===== src/rtl/rgb_color_classifier_if.sv =====
// Sample/result bus between the TCS34725 reader side and the RGB colour classifier.
// master drives samples and observes results; slave is the classifier.
interface rgb_color_classifier_if;
    logic        rgb_valid;
    logic [15:0] red_in;
    logic [15:0] green_in;
    logic [15:0] blue_in;
    logic [15:0] avg_red;
    logic [15:0] avg_green;
    logic [15:0] avg_blue;
    logic [2:0]  color_code;
    logic        out_valid;
    logic        sample_drop;

    modport master (
        output rgb_valid, red_in, green_in, blue_in,
        input  avg_red, avg_green, avg_blue, color_code, out_valid, sample_drop
    );

    modport slave (
        input  rgb_valid, red_in, green_in, blue_in,
        output avg_red, avg_green, avg_blue, color_code, out_valid, sample_drop
    );
endinterface


===== src/rtl/rgb_color_classifier.sv =====
// Box-car averages 2^AVG_LOG2 RGB samples and classifies the result as DARK/RED/GREEN/BLUE/WHITE.
// Optional macro RGB_STABILITY_EN: color_code changes only after STABLE_COUNT identical windows.
module rgb_color_classifier #(
    parameter int unsigned AVG_LOG2    = 2,
    parameter logic [15:0] DARK_THRESH = 16'd64,
    parameter int unsigned WHITE_SHIFT = 3
`ifdef RGB_STABILITY_EN
    ,
    parameter int unsigned STABLE_COUNT = 2
`endif
) (
    input logic             clk,
    input logic             rst,
    rgb_color_classifier_if.slave bus
);

    localparam int unsigned ACC_W     = 16 + AVG_LOG2;
    localparam int unsigned CNT_W     = AVG_LOG2 + 1;
    localparam int unsigned N_SAMPLES = 1 << AVG_LOG2;

    typedef enum logic [1:0] {
        ST_ACCUM    = 2'd0,
        ST_AVERAGE  = 2'd1,
        ST_CLASSIFY = 2'd2
    } state_e;

    typedef enum logic [2:0] {
        CC_DARK  = 3'd0,
        CC_RED   = 3'd1,
        CC_GREEN = 3'd2,
        CC_BLUE  = 3'd3,
        CC_WHITE = 3'd4
    } color_e;

    state_e             state_q, state_d;
    logic               accept_c, do_avg_c, do_cls_c, drop_c;

    logic [ACC_W-1:0]   acc_r_q, acc_g_q, acc_b_q;
    logic [CNT_W-1:0]   cnt_q;
    logic [15:0]        int_r_q, int_g_q, int_b_q;
    logic [15:0]        avg_r_q, avg_g_q, avg_b_q;
    color_e             color_q;
    logic               out_valid_q, sample_drop_q;

    logic [15:0]        max_c, min_c;
    color_e             raw_c;

`ifdef RGB_STABILITY_EN
    localparam int unsigned STAB_W = (STABLE_COUNT < 2) ? 1 : $clog2(STABLE_COUNT + 1);
    color_e             cand_q;
    logic [STAB_W-1:0]  stab_cnt_q;
`endif

    // State register
    always_ff @(posedge clk or negedge rst) begin
        if (!rst) state_q <= ST_ACCUM;
        else      state_q <= state_d;
    end

    // Next-state and per-state datapath strobes
    always_comb begin
        state_d  = state_q;
        accept_c = 1'b0;
        do_avg_c = 1'b0;
        do_cls_c = 1'b0;
        drop_c   = 1'b0;
        case (state_q)
            ST_ACCUM: begin
                if (bus.rgb_valid) begin
                    accept_c = 1'b1;
                    if (cnt_q + CNT_W'(1) == CNT_W'(N_SAMPLES)) state_d = ST_AVERAGE;
                end
            end
            ST_AVERAGE: begin
                do_avg_c = 1'b1;
                drop_c   = bus.rgb_valid;
                state_d  = ST_CLASSIFY;
            end
            ST_CLASSIFY: begin
                do_cls_c = 1'b1;
                drop_c   = bus.rgb_valid;
                state_d  = ST_ACCUM;
            end
            default: state_d = ST_ACCUM;
        endcase
    end

    // Raw classification of the internal averages; ties favour red, then green
    always_comb begin
        max_c = int_r_q;
        if (int_g_q > max_c) max_c = int_g_q;
        if (int_b_q > max_c) max_c = int_b_q;
        min_c = int_r_q;
        if (int_g_q < min_c) min_c = int_g_q;
        if (int_b_q < min_c) min_c = int_b_q;

        raw_c = CC_DARK;
        if (int_r_q < DARK_THRESH && int_g_q < DARK_THRESH && int_b_q < DARK_THRESH)
            raw_c = CC_DARK;
        else if ((max_c - min_c) < (max_c >> WHITE_SHIFT))
            raw_c = CC_WHITE;
        else if (int_r_q == max_c)
            raw_c = CC_RED;
        else if (int_g_q == max_c)
            raw_c = CC_GREEN;
        else
            raw_c = CC_BLUE;
    end

    // Accumulate, average and publish
    always_ff @(posedge clk or negedge rst) begin
        if (!rst) begin
            acc_r_q       <= '0;
            acc_g_q       <= '0;
            acc_b_q       <= '0;
            cnt_q         <= '0;
            int_r_q       <= '0;
            int_g_q       <= '0;
            int_b_q       <= '0;
            avg_r_q       <= '0;
            avg_g_q       <= '0;
            avg_b_q       <= '0;
            color_q       <= CC_DARK;
            out_valid_q   <= 1'b0;
            sample_drop_q <= 1'b0;
`ifdef RGB_STABILITY_EN
            cand_q        <= CC_DARK;
            stab_cnt_q    <= '0;
`endif
        end else begin
            out_valid_q   <= 1'b0;
            sample_drop_q <= drop_c;

            if (accept_c) begin
                acc_r_q <= acc_r_q + ACC_W'(bus.red_in);
                acc_g_q <= acc_g_q + ACC_W'(bus.green_in);
                acc_b_q <= acc_b_q + ACC_W'(bus.blue_in);
                cnt_q   <= cnt_q + CNT_W'(1);
            end

            if (do_avg_c) begin
                int_r_q <= 16'(acc_r_q >> AVG_LOG2);
                int_g_q <= 16'(acc_g_q >> AVG_LOG2);
                int_b_q <= 16'(acc_b_q >> AVG_LOG2);
                acc_r_q <= '0;
                acc_g_q <= '0;
                acc_b_q <= '0;
                cnt_q   <= '0;
            end

            if (do_cls_c) begin
                avg_r_q     <= int_r_q;
                avg_g_q     <= int_g_q;
                avg_b_q     <= int_b_q;
                out_valid_q <= 1'b1;
`ifdef RGB_STABILITY_EN
                // Candidate must repeat STABLE_COUNT windows before it reaches color_code
                if (raw_c == cand_q) begin
                    if (32'(stab_cnt_q) < STABLE_COUNT) stab_cnt_q <= stab_cnt_q + STAB_W'(1);
                    if (32'(stab_cnt_q) + 32'd1 >= STABLE_COUNT) color_q <= raw_c;
                end else begin
                    cand_q     <= raw_c;
                    stab_cnt_q <= STAB_W'(1);
                    if (STABLE_COUNT <= 32'd1) color_q <= raw_c;
                end
`else
                color_q <= raw_c;
`endif
            end
        end
    end

    assign bus.avg_red     = avg_r_q;
    assign bus.avg_green   = avg_g_q;
    assign bus.avg_blue    = avg_b_q;
    assign bus.color_code  = color_q;
    assign bus.out_valid   = out_valid_q;
    assign bus.sample_drop = sample_drop_q;

endmodule

===== src/flat_wrapper.sv =====
// flat-port wrapper written by rule: the top's interface ports become plain ports
module rgb_color_classifier_flat 
#(
    parameter int unsigned AVG_LOG2    = 2,
    parameter logic [15:0] DARK_THRESH = 16'd64,
    parameter int unsigned WHITE_SHIFT = 3

)
  (clk, rst, bus_rgb_valid, bus_red_in, bus_green_in, bus_blue_in, bus_avg_red, bus_avg_green, bus_avg_blue, bus_color_code, bus_out_valid, bus_sample_drop);
  rgb_color_classifier_if bus_i ();
  input logic clk;
  input logic rst;
  input wire logic [$bits(bus_i.rgb_valid)-1:0] bus_rgb_valid;
  input wire logic [$bits(bus_i.red_in)-1:0] bus_red_in;
  input wire logic [$bits(bus_i.green_in)-1:0] bus_green_in;
  input wire logic [$bits(bus_i.blue_in)-1:0] bus_blue_in;
  output wire logic [$bits(bus_i.avg_red)-1:0] bus_avg_red;
  output wire logic [$bits(bus_i.avg_green)-1:0] bus_avg_green;
  output wire logic [$bits(bus_i.avg_blue)-1:0] bus_avg_blue;
  output wire logic [$bits(bus_i.color_code)-1:0] bus_color_code;
  output wire logic [$bits(bus_i.out_valid)-1:0] bus_out_valid;
  output wire logic [$bits(bus_i.sample_drop)-1:0] bus_sample_drop;
  assign bus_i.rgb_valid = bus_rgb_valid;
  assign bus_i.red_in = bus_red_in;
  assign bus_i.green_in = bus_green_in;
  assign bus_i.blue_in = bus_blue_in;
  assign bus_avg_red = bus_i.avg_red;
  assign bus_avg_green = bus_i.avg_green;
  assign bus_avg_blue = bus_i.avg_blue;
  assign bus_color_code = bus_i.color_code;
  assign bus_out_valid = bus_i.out_valid;
  assign bus_sample_drop = bus_i.sample_drop;
  rgb_color_classifier #(.AVG_LOG2(AVG_LOG2), .DARK_THRESH(DARK_THRESH), .WHITE_SHIFT(WHITE_SHIFT)) u_core (.clk(clk), .rst(rst), .bus(bus_i));
endmodule

===== config.mk =====
export PLATFORM = sky130hd
export DESIGN_NAME = rgb_color_classifier_flat
export DESIGN_NICKNAME = d
export VERILOG_FILES = /design/src/rtl/rgb_color_classifier_if.sv /design/src/rtl/rgb_color_classifier.sv /design/src/flat_wrapper.sv
export SDC_FILE = /design/constraint.sdc
export NUM_CORES = 1
export LEC_CHECK = 0
export BUFFER_PORTS_ARGS = -buffer_cell sky130_fd_sc_hd__buf_2
export CORE_MARGIN = 8
export CORE_UTILIZATION = 61
export DETAILED_ROUTE_END_ITERATION = 12
export HOLD_SLACK_MARGIN = 0.03
export PLACE_DENSITY = 0.81
export SYNTH_ARGS = -nofsm -noshare
export SYNTH_HDL_FRONTEND = slang
export SYNTH_SLANG_ARGS = --single-unit

===== constraint.sdc =====
create_clock -name clk -period 10.5 [get_ports clk]
set_clock_uncertainty 0.05 [all_clocks]
set_input_delay 1.575 -clock clk [delete_from_list [all_inputs] [get_ports clk]]
set_output_delay 1.575 -clock clk [all_outputs]
set_load 0.01 [all_outputs]

== Word level (Yosys, flattened, before mapping) ==
Index checks and enable logic that the tools add are counted.

* Flip-flop bits (word level): 160
* Input port bits: 51
* Output and inout port bits: 53
* Logic and storage cells: 65

* Add/sub/neg operators: 5
* Order comparisons: 8
* Equality and inequality tests: 7
* Multiplexer cells: 25
* Reduce and logical (&&, ||, !) cells: 6

{| class="wikitable"
|+ Operators by type and width
! kind !! number
|-
| 2-to-1 mux 18 bit || 6
|-
| 2-to-1 mux 16 bit || 4
|-
| adder 18 x 16 -> 18 bit || 3
|-
| < comparator 16 x 7 -> 1 bit (second input constant) || 3
|-
| equality test 16 bit || 2
|-
| > comparator 16 bit || 2
|-
| < comparator 16 bit || 2
|-
| < comparator 16 x 13 -> 1 bit || 1
|-
| subtractor 16 bit || 1
|-
| 2-to-1 mux 3 bit || 5
|-
| 2-to-1 mux 1 bit || 7
|-
| 2-to-1 mux 2 bit || 2
|-
| case mux 2 bit (2 select lines) || 1
|-
| adder 3 x 1 -> 3 bit (second input constant) || 1
|-
| equality test 3 bit (second input constant) || 1
|-
| equality test 2 x 1 -> 1 bit (second input constant) || 1
|-
| equality test 2 bit (second input constant) || 1
|-
| logical AND 1 bit || 2
|-
| zero test 2 bit || 1
|-
| inequality test 2 x 1 -> 1 bit (second input constant) || 1
|-
| inequality test 2 bit (second input constant) || 1
|-
| AND reduction 2 bit || 1
|-
| nonzero test 2 bit || 1
|-
| OR reduction 2 bit || 1
|}

== Longest topological paths before layout ==
* Depth in word-level cells: 9
* Gate-level depth with buffers: 43
* Depth with buffers taken out: 40

== Worst setup path after synthesis ==
Ideal clock, no wire load.

* Kind: register to register
* Start point: register u_core.int_g_q[14]
* End point: register u_core.color_q[1], in the netlist u_core.bus.color_code[1]
* Library setup time: 122 ps
* Data arrival time: 7993 ps
* Data required time: 10328 ps
* Slack: 2336 ps
* Stages on the path, launching flop included: 40
* Buffers on the path: 4
* Clock period less this slack: 8164 ps
* Path through: dfrtp_1 -> ha_1 -> a21oi_1 -> nand2_1 -> a221oi_2 -> and3_1 -> buf_2 -> buf_1 -> mux2i_1 -> ha_1 -> nand4_1 -> or2_2 -> nor2_1 -> o211ai_1 -> o21ai_0 -> clkbuf_1 -> clkbuf_1 -> nor2_1 -> (+4 left out) -> a21o_1 -> a21oi_1 -> o21bai_1 -> a21oi_1 -> o21bai_1 -> a21oi_1 -> nor2b_1 -> o21a_1 -> o41a_1 -> xor2_1 -> ha_1 -> nand3_1 -> nor3_1 -> a211oi_1 -> o211ai_1 -> nor4_1 -> nand3_1 -> a32o_1

* Longest elaborated chain between the ends: 8
* Elaborated cells on any way between the ends: 17
* Classes of those cells: add/sub: 1; order compare: 6; eq/ne: 1; mux: 7; reduce/logical: 2

{| class="wikitable"
|+ RTL lines
! what !! line !! source
|-
| from (decl) || rgb_color_classifier.sv:40 || <nowiki>logic [15:0] int_r_q, int_g_q, int_b_q;</nowiki>
|-
| from (signal assigned) || rgb_color_classifier.sv:143 || <nowiki>int_g_q <= 16'(acc_g_q >> AVG_LOG2);</nowiki>
|-
| > comparator 16 bit / < comparator 16 bit (equally long branches) || rgb_color_classifier.sv:91, rgb_color_classifier.sv:94 ||
|-
| 2-to-1 mux 16 bit (on tied branches) || rgb_color_classifier.sv:91, rgb_color_classifier.sv:94 ||
|-
| > comparator 16 bit / < comparator 16 bit (equally long branches) || rgb_color_classifier.sv:92, rgb_color_classifier.sv:95 ||
|-
| 2-to-1 mux 16 bit (on tied branches) || rgb_color_classifier.sv:92, rgb_color_classifier.sv:95 ||
|-
| subtractor 16 bit / equality test 16 bit (equally long branches) || rgb_color_classifier.sv:100, rgb_color_classifier.sv:102 ||
|-
| < comparator 16 x 13 -> 1 bit / 2-to-1 mux 3 bit (equally long branches) || rgb_color_classifier.sv:100, rgb_color_classifier.sv:102 ||
|-
| 2-to-1 mux 3 bit || rgb_color_classifier.sv:100 || <nowiki>else if ((max_c - min_c) < (max_c >> WHITE_SHIFT))</nowiki>
|-
| 2-to-1 mux 3 bit * || rgb_color_classifier.sv:98 || <nowiki>if (int_r_q < DARK_THRESH && int_g_q < DARK_THRESH && int_b_q < DARK_THRESH)</nowiki>
|-
| to (signal assigned) || rgb_color_classifier.sv:167 || <nowiki>color_q <= raw_c;</nowiki>
|-
| to (decl) || rgb_color_classifier.sv:42 || <nowiki>color_e color_q;</nowiki>
|}

Every way passes the cells marked *; elsewhere a longest branch is shown, timed or not.
A chain may end at the register's enable or synchronous reset.

== Worst setup path after layout ==
* Start point: register u_core.int_r_q[13]
* End point: register u_core.color_q[1], in the netlist u_core.bus.color_code[1]

* Longest elaborated chain between the ends: 8
* Elaborated cells on any way between the ends: 17
* Classes of those cells: add/sub: 1; order compare: 6; eq/ne: 1; mux: 7; reduce/logical: 2

{| class="wikitable"
|+ RTL lines
! what !! line !! source
|-
| from (decl) || rgb_color_classifier.sv:40 ||
|-
| from (signal assigned) || rgb_color_classifier.sv:142 || <nowiki>int_r_q <= 16'(acc_r_q >> AVG_LOG2);</nowiki>
|-
| > comparator 16 bit / < comparator 16 bit (equally long branches) || rgb_color_classifier.sv:91, rgb_color_classifier.sv:94 ||
|-
| 2-to-1 mux 16 bit (on tied branches) || rgb_color_classifier.sv:91, rgb_color_classifier.sv:94 ||
|-
| > comparator 16 bit / < comparator 16 bit (equally long branches) || rgb_color_classifier.sv:92, rgb_color_classifier.sv:95 ||
|-
| 2-to-1 mux 16 bit (on tied branches) || rgb_color_classifier.sv:92, rgb_color_classifier.sv:95 ||
|-
| subtractor 16 bit / equality test 16 bit (equally long branches) || rgb_color_classifier.sv:100, rgb_color_classifier.sv:102 ||
|-
| < comparator 16 x 13 -> 1 bit / 2-to-1 mux 3 bit (equally long branches) || rgb_color_classifier.sv:100, rgb_color_classifier.sv:102 ||
|-
| 2-to-1 mux 3 bit || rgb_color_classifier.sv:100 ||
|-
| 2-to-1 mux 3 bit * || rgb_color_classifier.sv:98 ||
|}

Marks and branches as above.

==> results.ini <==
[run_status]
run_status=complete, no violations

[timing]
achievable-frequency_mhz=106.8
tightestPinTransition_ps=926.5
maxSlewViolCount=0
grt_setup_unrepaired=false
final.period_utilization_pct=89.14
slew_headroom_pct=38.23
fin_setup_tns_ps=0
timing.final.crit_period_ps=9360
timing.final.setup_violations=0
finalHoldViolations=0

[setup_path]
crit_required_ps=10770
reg2reg_setup_slack_ps=1140
cell_mode_on_critical_path=sky130_fd_sc_hd__a21oi_1
cp_slowest_stage_delay_ps=440
critical-path-slowest-cell=sky130_fd_sc_hd__dfrtp_1
critPathMaxFanout=21
worst_setup_path_start_kind=flop
worst_setup_path_end_kind=flop
timing.setup.critical_path_class=reg2reg
data_arrival_time_of_the_critical_path_ps=9630

[clock_tree]
cts.hold.buffers_added=0
cts-root-to-sink-buffers=2
clk_latency_ps=440
postCtsResizedCells=0
ctsHtreeMaxLevel=4
cts.clk_slew.worst_paths_ps=60
clock_tree.root_cell=sky130_fd_sc_hd__clkbuf_16
setup_repair_bufs_after_cts=0
tritoncts_num_sinks=160
tritoncts_clock_tree=yes
cts-buffers-inserted=17

[global_route]
gr-usage-met3_pct=5.605
grt_first_pass_wirelength_mm=52.65
grt_util_met1_pct=37.11
overflow=0
grt_pass1_vias=9787
met2_usage_pct=44.24
pin_count_of_the_biggest_net_entering_global_routing=97
globalRoute.busiestLayer=met2
initial_antenna_violation_count=0
grt_use_total_pct=27.97

[routing]
num_vias=9763
ant_nets=0
route.detailed.vias_per_inst=6.160
detail_route.drc_violations=0
detailedRoute.firstIterationViolations=881
detail_route.wl_per_cell_um=20.60
drt_first_pass_iters=6
postRouteWirelength_mm=32.65

[logic_synthesis]
synthesis.instances=1253
synth.yosys.warnings=0
synth_edf_count=0
synthesized_area_per_cell_um2=9.204
ys_async_sr_fraction_pct=100.0
portion_of_the_post_synthesis_area_used_by_sequential_elements_pct=34.72
netlist_area_mm2=0.01153
synth_nets=1434
number_of_flip_flops_and_latches_in_the_synthesized_netlist=160
yosys_most_used_dff=sky130_fd_sc_hd__dfrtp_1
ys_types=72

[place]
place.detailed.hpwl_mm=24.52
placed_cell_area_mm2=0.01225
gpl.final_weighted_congestion=1.013
io_buffer_count=103

[run]
max-cap-violations=0

[worst_hold_path]
timing.hold.worst.class=reg2reg

[die]
boundaryPins=104
initial_core_util_pct=61.86
dieHeight_um=153.5
design.core.area_mm2=0.01864
dieWidth_um=153.5
std_cell_rows=50
die-area_mm2=0.02356

[finish]
final_util_pct=69.07
mostFrequentLayoutCell=sky130_fd_sc_hd__dfrtp_1
drive_gt1_share_pct=18.52
num-nets-final=1518
post_synthesis_to_final_layout_area_growth_pct=11.65
final_design_area_no_fill_mm2=0.01288
mostFrequentLayoutCells=sky130_fd_sc_hd__dfrtp_1, sky130_fd_sc_hd__nand2_1, sky130_fd_sc_hd__a21oi_1

[worst paths after layout]
kind / startpoint / endpoint / cells after the start
worst max-delay path: u_core.int_r_q[13] / u_core.bus.color_code[1] / 40
worst min-delay path: u_core.bus.avg_blue[12] / u_core.bus.avg_blue[12] / 1
worst max register to register: u_core.int_r_q[13] / u_core.bus.color_code[1] / 40
worst min register to register: u_core.bus.avg_blue[12] / u_core.bus.avg_blue[12] / 1
max in group asynchronous: rst / u_core.bus.avg_red[9] / 2
min in group asynchronous: rst / u_core.bus.avg_blue[0] / 1
[per-layer routing]
layer | up-vias | share of wire (%)
met4 | 0 | 3.1
met2 | 419 | 46
met1 | 4651 | 43
met5 | - | 0
met3 | 72 | 8.0
li1 | 4621 | -
[through the flow]
| step | instances | hold WS [ps] | setup slack [ps] |
|---|---|---|---|
| 2_1_floorplan | 1253 | 422.2 | 2336 |
| 3_3_place_gp | 1552 | 433.2 | 1712 |
| 3_5_place_dp | 1552 | 440.1 | 1360 |
| 4_1_cts | 1584 | 453.6 | 1284 |
| 5_1_grt | 1584 | 466.1 | 677.5 |
| 6_report | 1585 | 451.1 | 1140 |
[critical path: cells and delay by family, from the launching register on]
family / cells / cell delay, ps
AO/OA/AOI/OAI: 20 / 4290
XOR/XNOR: 1 / 160
adder cells (fa/ha/maj): 5 / 1490
buffers and inverters: 4 / 740
flip-flops: 1 / 440
multiplexers: 1 / 330
AND/OR/NAND/NOR: 9 / 1750
[logic make-up after synthesis]
kind of cell    synth area share (%)
compound gates                 17.66
xor+xnor                       6.607
buf+inv                        4.036
mux                            9.667
fa+ha+maj                      14.36
flops                          34.72
simple gates                   12.94
[layout make-up]
class	count	area, um^2
tap	234	292.8
inverter	65	244.0
fill	1445	5767
clock buffer	22	474.2
clock inverter	10	148.9
sequential	160	4004
antenna	1	2.502
timing repair buffer	117	626.9
multi-input combinational	976	7083
[synth_stat cells, drive strengths merged, types with 6 or more instances]
cell type  instances  area [um^2]
nor2              70        262.8
a211oi             8        65.06
xnor2             66        578.1
o21bai            21        157.7
and2               6        37.54
o21ai             76        384.1
o211ai            10        80.07
a31oi              6        52.55
nor3              14        70.07
inv               65        244.0
nor2b             15        93.84
mux2              82        930.9
a21oi            130        661.9
ha               126         1577
xor2              21        183.9
dfrtp            160         4004
mux2i             18        183.9
nand2            159        596.8
nand4             17        106.4
clkbuf            30        112.6
a21o              33        247.7
buf               22        108.9
nor4              14        87.58
[sequential cells by signal, indices dropped and copies added, names as in the netlist]
| register | flops |
|---|---|
| u_core.int_r_q | 16 |
| u_core.bus.out_valid | 1 |
| u_core.bus.sample_drop | 1 |
| u_core.bus.color_code | 3 |
| u_core.int_b_q | 16 |
| u_core.bus.avg_blue | 16 |
| u_core.bus.avg_red | 16 |
| u_core.acc_b_q | 18 |
| u_core.int_g_q | 16 |
| u_core.state_q | 2 |
| u_core.acc_r_q | 18 |
| u_core.bus.avg_green | 16 |
| u_core.acc_g_q | 18 |
| u_core.cnt_q | 3 |
Power is not shown: default switching activity piles up to over one toggle a cycle in this logic, so the estimate is an artifact.
